--- src/rtl/alu_arbiter.sv ---
// Round-robin arbiter sharing one combinational ALU between NUM_REQ valid/ready requesters.
// One issue register feeds the ALU; results land in per-requester response registers.
module alu_arbiter #(
    parameter int NUM_REQ    = 2,
    parameter int DATA_WIDTH = 32
) (
    input  logic                            clk,
    input  logic                            rst_n,
    input  logic [NUM_REQ-1:0]              req_valid,
    output logic [NUM_REQ-1:0]              req_ready,
    input  logic [4*NUM_REQ-1:0]            req_func,
    input  logic [DATA_WIDTH*NUM_REQ-1:0]   req_op1,
    input  logic [DATA_WIDTH*NUM_REQ-1:0]   req_op2,
    output logic [NUM_REQ-1:0]              rsp_valid,
    input  logic [NUM_REQ-1:0]              rsp_ready,
    output logic [DATA_WIDTH*NUM_REQ-1:0]   rsp_result,
    output logic [NUM_REQ-1:0]              rsp_err,
    output logic [3:0]                      alu_func,
    output logic [DATA_WIDTH-1:0]           alu_op1,
    output logic [DATA_WIDTH-1:0]           alu_op2,
    input  logic [DATA_WIDTH-1:0]           alu_result
);

    localparam int IDW = $clog2(NUM_REQ);
    localparam int CW  = IDW + 1;

    function automatic logic func_legal(input logic [3:0] f);
        return (f >= 4'd1) && (f <= 4'd10);
    endfunction

    function automatic logic func_illegal(input logic [3:0] f);
        return (f >= 4'd11);
    endfunction

    logic                          iss_valid_r;
    logic [IDW-1:0]                iss_id_r;
    logic [3:0]                    iss_func_r;
    logic [DATA_WIDTH-1:0]         iss_op1_r;
    logic [DATA_WIDTH-1:0]         iss_op2_r;
    logic [IDW-1:0]                last_grant_r;
    logic [NUM_REQ-1:0]            rsp_valid_r;
    logic [DATA_WIDTH*NUM_REQ-1:0] rsp_result_r;
    logic [NUM_REQ-1:0]            rsp_err_r;
    logic [3:0]                    alu_func_r;
    logic [DATA_WIDTH-1:0]         alu_op1_r;
    logic [DATA_WIDTH-1:0]         alu_op2_r;

    logic [NUM_REQ-1:0]            pending_s;
    logic [NUM_REQ-1:0]            eligible_s;
    logic [NUM_REQ-1:0]            grant_s;
    logic                          grant_any_s;
    logic [IDW-1:0]                grant_id_s;
    logic [CW-1:0]                 scan_s;
    logic [3:0]                    sel_func_s;

    // Slot is busy while its op is in the issue register or its response is unconsumed.
    always_comb begin
        pending_s  = '0;
        eligible_s = '0;
        for (int i = 0; i < NUM_REQ; i++) begin
            pending_s[i]  = rsp_valid_r[i] | (iss_valid_r & (iss_id_r == IDW'(i)));
            eligible_s[i] = req_valid[i] & ~pending_s[i];
        end
    end

    // Round-robin scan starting one past the last winner, wrapping at NUM_REQ.
    always_comb begin
        grant_any_s = 1'b0;
        grant_id_s  = '0;
        grant_s     = '0;
        scan_s      = '0;
        for (int k = 1; k <= NUM_REQ; k++) begin
            scan_s = {1'b0, last_grant_r} + CW'(k);
            if (scan_s >= CW'(NUM_REQ)) begin
                scan_s = scan_s - CW'(NUM_REQ);
            end else begin
                scan_s = scan_s;
            end
            if (!grant_any_s && eligible_s[scan_s[IDW-1:0]]) begin
                grant_any_s = 1'b1;
                grant_id_s  = scan_s[IDW-1:0];
            end else begin
                grant_any_s = grant_any_s;
            end
        end
        if (grant_any_s && rst_n) begin
            grant_s[grant_id_s] = 1'b1;
        end else begin
            grant_s = '0;
        end
        sel_func_s = req_func[grant_id_s*4 +: 4];
    end

    // Issue register and the registered ALU drive (zeroed for code 0 and illegal codes).
    always_ff @(posedge clk) begin
        if (!rst_n) begin
            iss_valid_r  <= 1'b0;
            iss_id_r     <= '0;
            iss_func_r   <= 4'd0;
            iss_op1_r    <= '0;
            iss_op2_r    <= '0;
            last_grant_r <= IDW'(NUM_REQ - 1);
            alu_func_r   <= 4'd0;
            alu_op1_r    <= '0;
            alu_op2_r    <= '0;
        end else if (grant_any_s) begin
            iss_valid_r  <= 1'b1;
            iss_id_r     <= grant_id_s;
            iss_func_r   <= sel_func_s;
            iss_op1_r    <= req_op1[grant_id_s*DATA_WIDTH +: DATA_WIDTH];
            iss_op2_r    <= req_op2[grant_id_s*DATA_WIDTH +: DATA_WIDTH];
            last_grant_r <= grant_id_s;
            if (func_legal(sel_func_s)) begin
                alu_func_r <= sel_func_s;
                alu_op1_r  <= req_op1[grant_id_s*DATA_WIDTH +: DATA_WIDTH];
                alu_op2_r  <= req_op2[grant_id_s*DATA_WIDTH +: DATA_WIDTH];
            end else begin
                alu_func_r <= 4'd0;
                alu_op1_r  <= '0;
                alu_op2_r  <= '0;
            end
        end else begin
            iss_valid_r <= 1'b0;
            alu_func_r  <= 4'd0;
            alu_op1_r   <= '0;
            alu_op2_r   <= '0;
        end
    end

    // Completion into the issuing slot; consume clears valid but leaves data untouched.
    always_ff @(posedge clk) begin
        if (!rst_n) begin
            rsp_valid_r  <= '0;
            rsp_result_r <= '0;
            rsp_err_r    <= '0;
        end else begin
            for (int i = 0; i < NUM_REQ; i++) begin
                if (iss_valid_r && (iss_id_r == IDW'(i))) begin
                    rsp_valid_r[i] <= 1'b1;
                    rsp_result_r[i*DATA_WIDTH +: DATA_WIDTH] <=
                        func_legal(iss_func_r) ? alu_result : '0;
                    rsp_err_r[i]   <= func_illegal(iss_func_r);
                end else if (rsp_valid_r[i] && rsp_ready[i]) begin
                    rsp_valid_r[i] <= 1'b0;
                end
            end
        end
    end

    assign req_ready  = grant_s;
    assign rsp_valid  = rsp_valid_r;
    assign rsp_result = rsp_result_r;
    assign rsp_err    = rsp_err_r;
    assign alu_func   = alu_func_r;
    assign alu_op1    = alu_op1_r;
    assign alu_op2    = alu_op2_r;

    logic unused_s;
    assign unused_s = ^{iss_op1_r, iss_op2_r};

endmodule

--- config.mk ---
export PLATFORM = sky130hd
export DESIGN_NAME = alu_arbiter
export DESIGN_NICKNAME = d
export VERILOG_FILES = /design/src/rtl/alu_arbiter.sv
export SDC_FILE = /design/constraint.sdc
export NUM_CORES = 1
export LEC_CHECK = 0
export CORE_MARGIN = 3
export CORE_UTILIZATION = 38
export DETAILED_ROUTE_END_ITERATION = 16
export GPL_TIMING_DRIVEN = 0
export PLACE_DENSITY = 0.92
export SYNTH_ARGS = -nofsm -noshare
export SYNTH_HDL_FRONTEND = slang
export SYNTH_SLANG_ARGS = --single-unit
export TNS_END_PERCENT = 5
--- constraint.sdc ---
create_clock -name clk -period 1.8 [get_ports clk]
set_input_delay 0.27 -clock clk [delete_from_list [all_inputs] [get_ports clk]]
set_output_delay 0.27 -clock clk [all_outputs]
set_load 0.01 [all_outputs]
# [Word-level counts from Yosys, hierarchy flattened]
# Index checks and enable logic that the tools add are counted.
[word_totals] register_bits=143 inputBits=174 wordCells=72 output_inout_bits=138
[classes] addsub=4 bitwise_logic=9 n_lt_le_gt_ge=11 shift=3 reduce_logical=13 muxes=19
[op_table] op="variable part select 64 x 7 -> 32 bit" n=2
[op_table] op="two-way mux 32 bit" n=1
[op_table] op="two-way mux 1 bit" n=16
[op_table] op="logical AND 1 bit" n=9
[op_table] op=">= comparator 4 x 1 -> 1 bit, second input constant" n=2
[op_table] op="less-or-equal comparator 4 bit, second input constant" n=2
[op_table] op="variable part select 8 x 4 -> 4 bit" n=1
[op_table] op="less-than comparator 1 x 2 -> 1 bit, second input constant" n=3
[op_table] op="AND 1 bit" n=4
[op_table] op=">= comparator 2 bit, second input constant" n=2
[op_table] op=">= comparator 4 bit, second input constant" n=1
[op_table] op="nonzero test 2 bit" n=2
[op_table] op="NOT 1 bit" n=3
[op_table] op="AND reduction 3 bit" n=1
[op_table] op="adder 1 x 1 -> 2 bit, second input constant" n=1
[op_table] op="adder 1 x 2 -> 2 bit, second input constant" n=1
[op_table] op="two-way mux 2 bit" n=1
[op_table] op="bitwise OR 1 bit" n=2
[op_table] op="subtractor 1 bit, second input constant" n=2
[op_table] op="demux 1 bit (select 1 bit)" n=1
[op_table] op=">= comparator 1 bit, second input constant" n=1
[op_table] op="logical NOT 1 bit" n=1

# [Depth between registers and ports, before layout]
# Gate-level depths: netlist of the first run.
[depth] word_depth=16 mapped_depth=7 depth_no_buf=4

# [Worst setup path before layout of the first run]
# No wires, ideal clock.
[synth_path] kind="register to output" from="register rsp_valid_r[1], in the netlist rsp_valid[1]" to="output port req_ready[0]" t_arrival_ns=1.367 n_path_buf=1 slack_ns=0.163 path_stages_with_launch=6 t_required_ns=1.530 cell_sequence="dfxtp_1 > nand2b_1 > o21ai_2 > nand3_1 > buf_2 > nor2_1"
[synth_between] elab_chain_len=14 elab_cells_between_ends=20 classes_between="order compare: 2; mux: 11; bitwise: 3; reduce/logical: 4"
[synth_rtl] element="start: declaration" line="41" source="logic [NUM_REQ-1:0] rsp_valid_r;"
[synth_rtl] element="start signal: assignment" line="133" source="rsp_valid_r <= '0;"
[synth_rtl] element="start signal: indexed assignment" line="139" source="rsp_valid_r[i] <= 1'b1;"
[synth_rtl] element="start signal: indexed assignment" line="144" source="rsp_valid_r[i] <= 1'b0;"
[synth_rtl] element="bitwise OR 1 bit *" line="61" source="pending_s[i] = rsp_valid_r[i] | (iss_valid_r & (iss_id_r == IDW'(i)));"
[synth_rtl] element="NOT 1 bit *" line="62" source="eligible_s[i] = req_valid[i] & ~pending_s[i];"
[synth_rtl] element="AND 1 bit *" line="62"
[synth_rtl] element="two-way mux 1 bit (implied by the code) (2 in series)" line="79" source="if (!grant_any_s && eligible_s[scan_s[IDW-1:0]]) begin"
[synth_rtl] element="two-way mux 1 bit" line="79"
[synth_rtl] element="logical NOT 1 bit" line="79"
[synth_rtl] element="logical AND 1 bit" line="79"
[synth_rtl] element="two-way mux 1 bit" line="79"
[synth_rtl] element="less-than comparator 1 x 2 -> 1 bit (implied by the code) / >= comparator 1 bit (equally long branches)" line="87" source="grant_s[grant_id_s] = 1'b1;"
[synth_rtl] element="logical AND 1 bit (implied by the code)" line="87"
[synth_rtl] element="two-way mux 1 bit (implied by the code)" line="87"
[synth_rtl] element="demux 1 bit (select 1 bit)" line="87"
[synth_rtl] element="two-way mux 2 bit *" line="86" source="if (grant_any_s && rst_n) begin"
[synth_rtl] element="end: declaration" line="10" source="output logic [NUM_REQ-1:0] req_ready,"
# Mark *: on every way between the ends. The rest lies on a longest branch, timed or not. The select of a mux whose other input is x is not followed.

# [Worst setup path in the final report of the first run]
[layout_path] from="register iss_valid_r" to="register rsp_result_r[12], in the netlist rsp_result[12]"
[layout_between] elab_chain_len=1
[layout_rtl] element="start: declaration" line="35" source="logic iss_valid_r;"
[layout_rtl] element="start signal: assignment" line="97" source="iss_valid_r <= 1'b0;"
[layout_rtl] element="start signal: assignment" line="107" source="iss_valid_r <= 1'b1;"
[layout_rtl] element="start signal: assignment" line="123" source="iss_valid_r <= 1'b0;"
[layout_rtl] element="logical AND 1 bit" line="138" source="if (iss_valid_r && (iss_id_r == IDW'(i))) begin"
[layout_rtl] element="end signal: indexed assignment" line="140" source="rsp_result_r[i*DATA_WIDTH +: DATA_WIDTH] <="
[layout_rtl] element="end: declaration" line="42" source="logic [DATA_WIDTH*NUM_REQ-1:0] rsp_result_r;"
# Every way passes these cells.
# A chain may end at the register's enable or synchronous reset.

==> results of run 1 <==
[worst reg2reg max path: stages, from the launching register on]
cell      delay (ns)
dfxtp_4         0.38
buf_4           0.12
nand2b_1        0.04
clkbuf_1        0.22
a211oi_2        0.38
buf_2           0.34
a22oi_1         0.13
nor2_1          0.15
[state kept, by name (all words and copies together) (netlist names)]
| name | count |
|---|---|
| alu_func | 4 |
| rsp_err | 2 |
| iss_valid_r | 1 |
| last_grant_r | 1 |
| rsp_valid | 2 |
| iss_id_r | 1 |
| alu_op2 | 32 |
| iss_func_r | 4 |
| alu_op1 | 32 |
| rsp_result | 64 |
[synth_stat cells (all sizes together)]
cell     number
mux2i        69
clkbuf       15
a311oi        4
a211oi        2
nor4          2
nand2b        5
inv           2
nor3         66
a21oi        13
nor2         66
nand3         6
mux2          1
dfxtp       143
nand4bb       1
o211ai        1
and2          1
and3          1
buf          29
nand3b        2
a22oi        64
o21ai         2
a21o          2
or3b          1
nand2         4
or3           1
nor2b         2
[per-layer routing]
metal | track usage | wire length, um
met1 | 0.280 | 7730
met2 | 0.461 | 11000
met5 | 0 | 0
met4 | 0.128 | 858
met3 | 0.0951 | 1670
[cells by family (layout without fill, tap and decap cells)]
family	Yosys count	count (layout)	share of synthesized area
buffers and inverters	46	395	0.0455
other	0	7	0
DFF	143	143	0.531
and+or+nand+nor	158	158	0.173
muxes	70	70	0.132
AOI/OAI and AO/OA	88	88	0.118
[layout make-up]
| class | count | area [um2] |
|---|---|---|
| fillers | 966 | 4020 |
| repair buffers | 319 | 3160 |
| flip-flops and latches | 143 | 2870 |
| multi-input cells | 316 | 2370 |
| clock buffers | 18 | 439 |
| plain buffers | 42 | 288 |
| well taps | 176 | 220 |
| clock inverters | 14 | 158 |
| diodes | 7 | 17.5 |
| inverters | 2 | 7.51 |
[power breakdown]
group / switching (uW) / internal (uW) / total [uW]
registers: 92.8 / 3360 / 3460
clock network: 1440 / 2100 / 3540
logic: 879 / 1040 / 1920
total: 2420 / 6500 / 8920
[worst paths after layout]
check,start,endpoint,slack (ns),cells after the start
min,req_func[6],alu_func[2]$_SDFF_PN0_,0.24,3
min reg2reg,rsp_err[0]$_SDFFE_PN0P_,rsp_err[0]$_SDFFE_PN0P_,0.46,2
max reg2reg,iss_valid_r$_SDFF_PN0_,rsp_result[12]$_SDFFE_PN0P_,-0.04,7
max,iss_valid_r$_SDFF_PN0_,rsp_result[12]$_SDFFE_PN0P_,-0.04,7
[through the flow]
| step | utilization | total power (uW) | hold WS [ns] | cells |
|---|---|---|---|---|
| floorplan | - | 4340 | 0.342 | 505 |
| global placement | 0.644 | 5280 | 0.443 | 992 |
| detailed placement | 0.644 | 5320 | 0.453 | 992 |
| CTS | 0.698 | 8910 | 0.462 | 1027 |
| global route | 0.703 | 9200 | 0.264 | 1036 |
| finish | 0.703 | 8920 | 0.238 | 1037 |
[what timing repair did]
action / in CTS / in global routing
pin swaps: 4 / 1
setup endpoints to repair: 86 / 90
gates resized for setup: 40 / 15
buffers inserted: 5 / 3
==> impl.org, run 1 <==
** Outcome
- The flow ran to the end, but the final reports show violations.
- The final reports fail on setup timing.

** Drt
- Vias after detailed routing :: 5422
- Post-DR wirelength/cell :: roughly 20 um
- Number of vias per cell :: roughly 5.2
- Number of remaining DRC errors :: 0
- Number of optimization iterations in the first detailed-route pass :: 6
- The final layout contains routed wiring with a total length of approximately 21000 um.
- The detail route stage leaves a number of antenna-violating nets equal to 0.
- Initial DRC count :: 271

** Worst setup path
- The worst setup path is launched from a register.
- In this run the worst path has a maximum fanout of 10.
- Longest individual stage delay on the worst path :: 0.38 ns
- Bufs and invs on worst path :: 3
- The worst setup path is of the reg -> reg kind.
- At the worst endpoint, the arrival time is roughly 2.2 ns.
- CP max stage cell :: dfxtp_4
- Worst path required time :: 2.14 ns
- Cell-by-cell listing of the critical path :: buf_4 -> nand2b_1 -> clkbuf_1 -> a211oi_2 -> buf_2 -> a22oi_1 -> nor2_1
- Worst path top cell family by delay :: buffers and inverters
- Critical Path Sink Type :: register

** Synth
- Yosys warning count :: 0
- By area the synthesized netlist is led by dfxtp_1, mux2i_1, a22oi_1.
- The share of the Yosys chip area taken by registers is 0.531.
- Net Count, Synth :: approximately 680
- The largest total area in the synthesized netlist belongs to dfxtp_1.
- Synthesized instance count :: about 500
- After synthesis the cells add up to 5400 um2.
- Fraction of post-synthesis cell area in the top cell type by area :: 0.531
- After synthesis the netlist holds a flip-flop and latch count of about 140.
- Count of different cell masters after synthesis :: 33
- Average footprint of a synthesized cell :: about 11 um2

** STA
- Counting I/O delays and the setup requirement, the final critical path takes 1.84 ns.
- Transition time at the pin with the least slew margin :: 0.548 ns
- Setup violations remaining at the end of the flow were counted as 3.
- RSZ-0062 raised after global routing :: true
- On the final layout, the worst clock skew is slightly above 0.008 ns.
- Headroom to the max-slew limit came out at 0.631.
- In the finished design, the share of the clock period the worst path needs comes to 1.02.
- The number of failing hold endpoints at the final stage is 0.
- Adding up every negative setup slack in the final design gives -0.0575 ns.
- Count of final max-slew check failures :: 0
- Fmax :: 545 MHz
- Setup slack of the critical path after layout :: -0.0358 ns

** Floorplan
- The die is approximately 130 um wide.
- For this design the top-level I/O count stands at 312.
- Total Die Area :: between 15000 and 20000 um2
- For this configuration, the core starts out at a cell density of 0.398.
- Placeable core area :: between 10000 and 15000 um2
- Vertical die dimension :: between 100 and 150 um
- After floorplanning, the core was divided into 42 placement rows.

** Placement
- Worst setup slack after placement :: -1.05 ns
- Number of buffer cells added on primary ports :: a little over 300
- Detailed-placement wirelength estimate :: between 15000 and 20000 um
- At the end of routability-driven placement, the weighted congestion stood at 0.818.
- Post-place instance area :: roughly 8700 um2

** Clocking
- In this run, CTS created clock tree buffers numbering 17.
- Clock sinks :: between 100 and 150
- TritonCTS built the clock tree.
- Clock transition at path regs :: ~0.06 ns
- In this run, post-CTS hold repair placed 0 buffers.
- Deepest clock path buffer count :: 2
- H-tree levels :: 4
- The later pin in the worst-skew pair is clocked with a latency of between 0.4 and 0.5 ns.
- Library cell used as clock root buffer :: clkbuf_16

** Global route
- GRT Residual Overflow :: 0
- Initial antenna violation count :: 6
- Largest net degree at the start of global routing :: 17
- For this run, the total global-route usage over all layers was measured as 0.263.
- Global-route wire length before repair :: around 32000 um
- Vias in the first global route :: 5747

** Run
- Across the run, the number of max-cap violations was 0.

** Worst hold path
- The tightest min-delay check is of the in -> reg type.

** Finish
- For this run, the post-layout net count is 1015.
- After routing the design area is roughly 9500 um2.
- In the final layout, the share of cells above drive strength 1 is 0.153.
- Syn-to-layout area delta :: 76.8%
- The top cell types in the final layout, fill and taps aside, are clkdlybuf4s50_1, dfxtp_1, mux2i_1.
- Most common cell after layout, fill and taps aside :: clkdlybuf4s50_1

** Power and ir drop
- Leak Pwr :: between 0.003 and 0.004 uW
- Maximum VDD drop :: about 0.0008 V
- Power spread over the standard cell area amounts to around 930 nW/um2.
(Power assumes the default switching activity.)
==> run 2, diff against run 1 <==
==> constraint.sdc (replaced) <==
create_clock -name clk -period 1.8 [get_ports clk]
set_input_delay 0.18 -clock clk [delete_from_list [all_inputs] [get_ports clk]]
set_output_delay 0.18 -clock clk [all_outputs]
set_load 0.01 [all_outputs]
==> run 2 against run 1 <==
  * The flow still finishes with violations (setup timing)
  * Worst hold slack improved by 0.15 ns
  * Count of clock-buffer cells in the layout unchanged
  * Worst setup slack improved by 0.019 ns
  * Clock power about the same
  * Sequential power about the same
  * Non-clock buffer count decreased by 1
  * Die area unchanged
  * Final area increased by 0.25%
  * Critical endpoint is now iss_func_r[2]$_SDFFE_PN0N_
  * Largest cell class unchanged
  * Highest routed layer unchanged
==> impl.org, run 2 (synthesis results as in run 1) <==
** Outcome
- The flow ran to the end, but the final reports show violations.
- The checks that failed: setup timing.

** Worst setup path
- Crit Path Max Fanout :: 10
- Worst reg-to-reg path cell count :: 7
- Worst flop-to-flop path endpoint :: iss_func_r[2]$_SDFFE_PN0N_
- Longest individual stage delay on the worst path :: about 0.37 ns
- Worst reg2reg setup slack :: -0.02 ns
- In this run the critical register-to-register path is launched from iss_valid_r$_SDFF_PN0_.
- The worst setup path is launched from a register.
- Data on the critical path arrives at its endpoint at ~2.1 ns.
- Bufs and invs on worst path :: 3
- CP max stage cell :: dfxtp_4
- The worst setup path is captured at a register.
- Data on the critical path is required at its endpoint by about 2.1 ns.
- Type of the worst setup path :: reg -> reg
- The critical path goes through nand4bb_4 -> nand3_2 -> buf_6 -> buf_4 -> buf_4 -> mux2i_1 -> a311oi_1.
- Top cell by count, worst path :: buf_4
- The kind of cell with the highest combined delay along the critical path is buffers and inverters.

** Run
- The tool flagged a number of max-cap violations equal to 0.

** Worst hold path
- In this run the most critical hold path is launched from req_op2[3].
- The path with the worst hold slack has its endpoint at alu_op2[3]$_SDFF_PN0_.
- Worst min-delay path category :: in -> reg
- Count of cells along the worst hold path :: 3

** STA
- Setup slack of the critical path after layout :: -0.0170 ns
- In the final timing run, aggregate negative setup slack is -0.0170 ns.
- Clock skew on the completed layout was measured at 0.00702 ns.
- The number of failing hold endpoints at the final stage was 0.
- Transition time at the pin with the least slew margin :: between 0.5 and 0.6 ns
- The routed design could run at a clock period as short as 1.82 ns.
- Fmax :: 550 MHz
- Normalized max-slew margin :: 0.638
- Count of endpoints failing setup in the final report :: 1
- Count of final max-slew check failures :: 0
- Of the available clock period, the critical path in the final layout requires 1.01.
- RSZ-0062 raised after global routing :: true

** Global route
- The total overflow left after global routing is 0.
- Initial antenna violation count :: 5
- Global routing usage summed across all routing layers :: 0.262
- The first global-routing pass estimated around 32000 um of wire.
- The via count of the first global-routing pass came to 5768.
- Entering global routing, the biggest net connects 17 pins.

** Drt
- In the final routed layout, each cell accounts on average for 20.5 um.
- Initial DRC count :: approximately 260
- For this run, design rule violations remaining after detail routing come to 0.
- Vias after detailed routing :: 5420
- Routed wire length :: 21200 um
- After detailed routing, the number of vias per cell comes to roughly 5.2.
- Number of optimization iterations in the first detailed-route pass :: 6
- Once detail routing completed, the nets flagged for antenna violations numbered 0.

** Finish
- Share of final-layout standard cells stronger than drive strength 1 :: 0.157
- Commonest cells after routing, fill and taps aside :: clkdlybuf4s50_1, dfxtp_1, nor2_1, mux2i_1, a22oi_1
- For this run, the post-layout net count is roughly 1000.
- The register with the most flip-flops in the layout has 64 of them.
- Compared with the post-synthesis result, the final layout area differs by 77.2%.
- Post-route standard cell area excluding fillers :: 9560 um2
- Most common cell after layout, fill and taps aside :: clkdlybuf4s50_1
- Final core utilization :: 0.705

** Power and ir drop
- IR analysis of the VDD net gives a maximum drop of 0.000876 V.
- In this run the power density over the cells is just over 900 nW/um2.
- The analysis attributes to cell leakage a power of 0.00375 uW.

** Clocking
- CTS tree :: yes
- Later-pin clock latency in the skew report :: 0.42 ns
- The H-tree was split into 4 levels.
- Library cell used as clock root buffer :: clkbuf_16
- Number of buffers created by CTS :: 17
- Clock transition at path regs :: 0.06 ns
- Deepest clock path buffer count :: 2
- Hold Buf Count CTS :: 0
- Clock sinks :: approximately 140

** Floorplan
- Placeable core area :: 13600 um2
- Total Die Area :: 15700 um2
- ~310 I/O pins were placed.
- The die is roughly 130 um tall.
- The floorplan has 42 rows.
- The die is 125 um wide.
- Effective utilization at floorplan :: 0.398

** Placement
- Worst setup slack after placement :: -0.868 ns
- The wire-length estimate of the detail-placed layout is between 15000 and 20000 um.
- Routability-driven placement finished with a final weighted congestion of approximately 0.82.
- Post-place instance area :: ~8700 um2
- Port buffering added 311 buffers.
==> run 2: changes by cell type in the layout (fill, tap and decap cells not counted), sizes merged <==
cell / change
dlymetal6s2s: -1
buf: +2
dlygate4sd2: -1
clkdlybuf4s50: +2
diode: -2
clkbuf: -3
==> run 2: timing repair <==
action                                 in CTS  in global routing
gates resized for setup                    32                 25
pin swaps                                   2                  1
setup buffers                               5                  2
endpoints found under the hold margin       0                  0
setup endpoints to repair                  86                 99
gates cloned                                0                  0
==> run 2: metal layers <==
metal,vias to the layer above,GRT usage,share of wire
li1,2499,-,-
met1,2611,0.280,0.36
met2,257,0.463,0.52
met3,53,0.0827,0.076
met4,0,0.136,0.044
met5,-,0,0
==> run 2: worst min-delay path, stage by stage <==
cell,delay (ns)
clkdlybuf4s50_1,0.39
mux2i_1,0.13
nor3_1,0.05
==> run 2: layout make-up <==
type | count | area [um2]
fillers | 957 | 4000
repair buffers | 318 | 3170
diodes | 5 | 12.5
multi-input cells | 316 | 2400
inverters | 2 | 7.51
clock inverters | 14 | 158
clock buffers | 18 | 439
well taps | 176 | 220
plain buffers | 42 | 288
flip-flops and latches | 143 | 2870
==> run 2: where the power goes <==
group          switching (uW)  internal, uW
Clock                    1450          2100
Sequential                101          3360
Combinational             884          1050
Total                    2440          6510
==> run 2: how the worst max path moves through the flow <==
stage | from | to | slack (ns) | depth (start not counted)
2_1_floorplan | rsp_valid[1]$_SDFFE_PN0P_ | req_ready[0] | 0.25 | 5
3_3_place_gp | req_valid[1] | req_ready[0] | -0.88 | 7
3_5_place_dp | req_valid[1] | req_ready[0] | -0.87 | 7
4_1_cts | iss_id_r$_SDFFE_PN0N_ | rsp_result[12]$_SDFFE_PN0P_ | -0.05 | 6
5_1_grt | rsp_valid[0]$_SDFFE_PN0P_ | iss_func_r[3]$_SDFFE_PN0N_ | -0.09 | 7
6_report | iss_valid_r$_SDFF_PN0_ | iss_func_r[2]$_SDFFE_PN0N_ | -0.02 | 7
==> run 2: metrics by stage <==
stage / total power (uW) / hold slack (ns) / cells
floorplan: 4340 / 0.252 / 505
global placement: 5280 / 0.443 / 992
finish: 8950 / 0.388 / 1034
detailed placement: 5320 / 0.453 / 992
CTS: 8920 / 0.380 / 1027
global route: 9230 / 0.385 / 1034
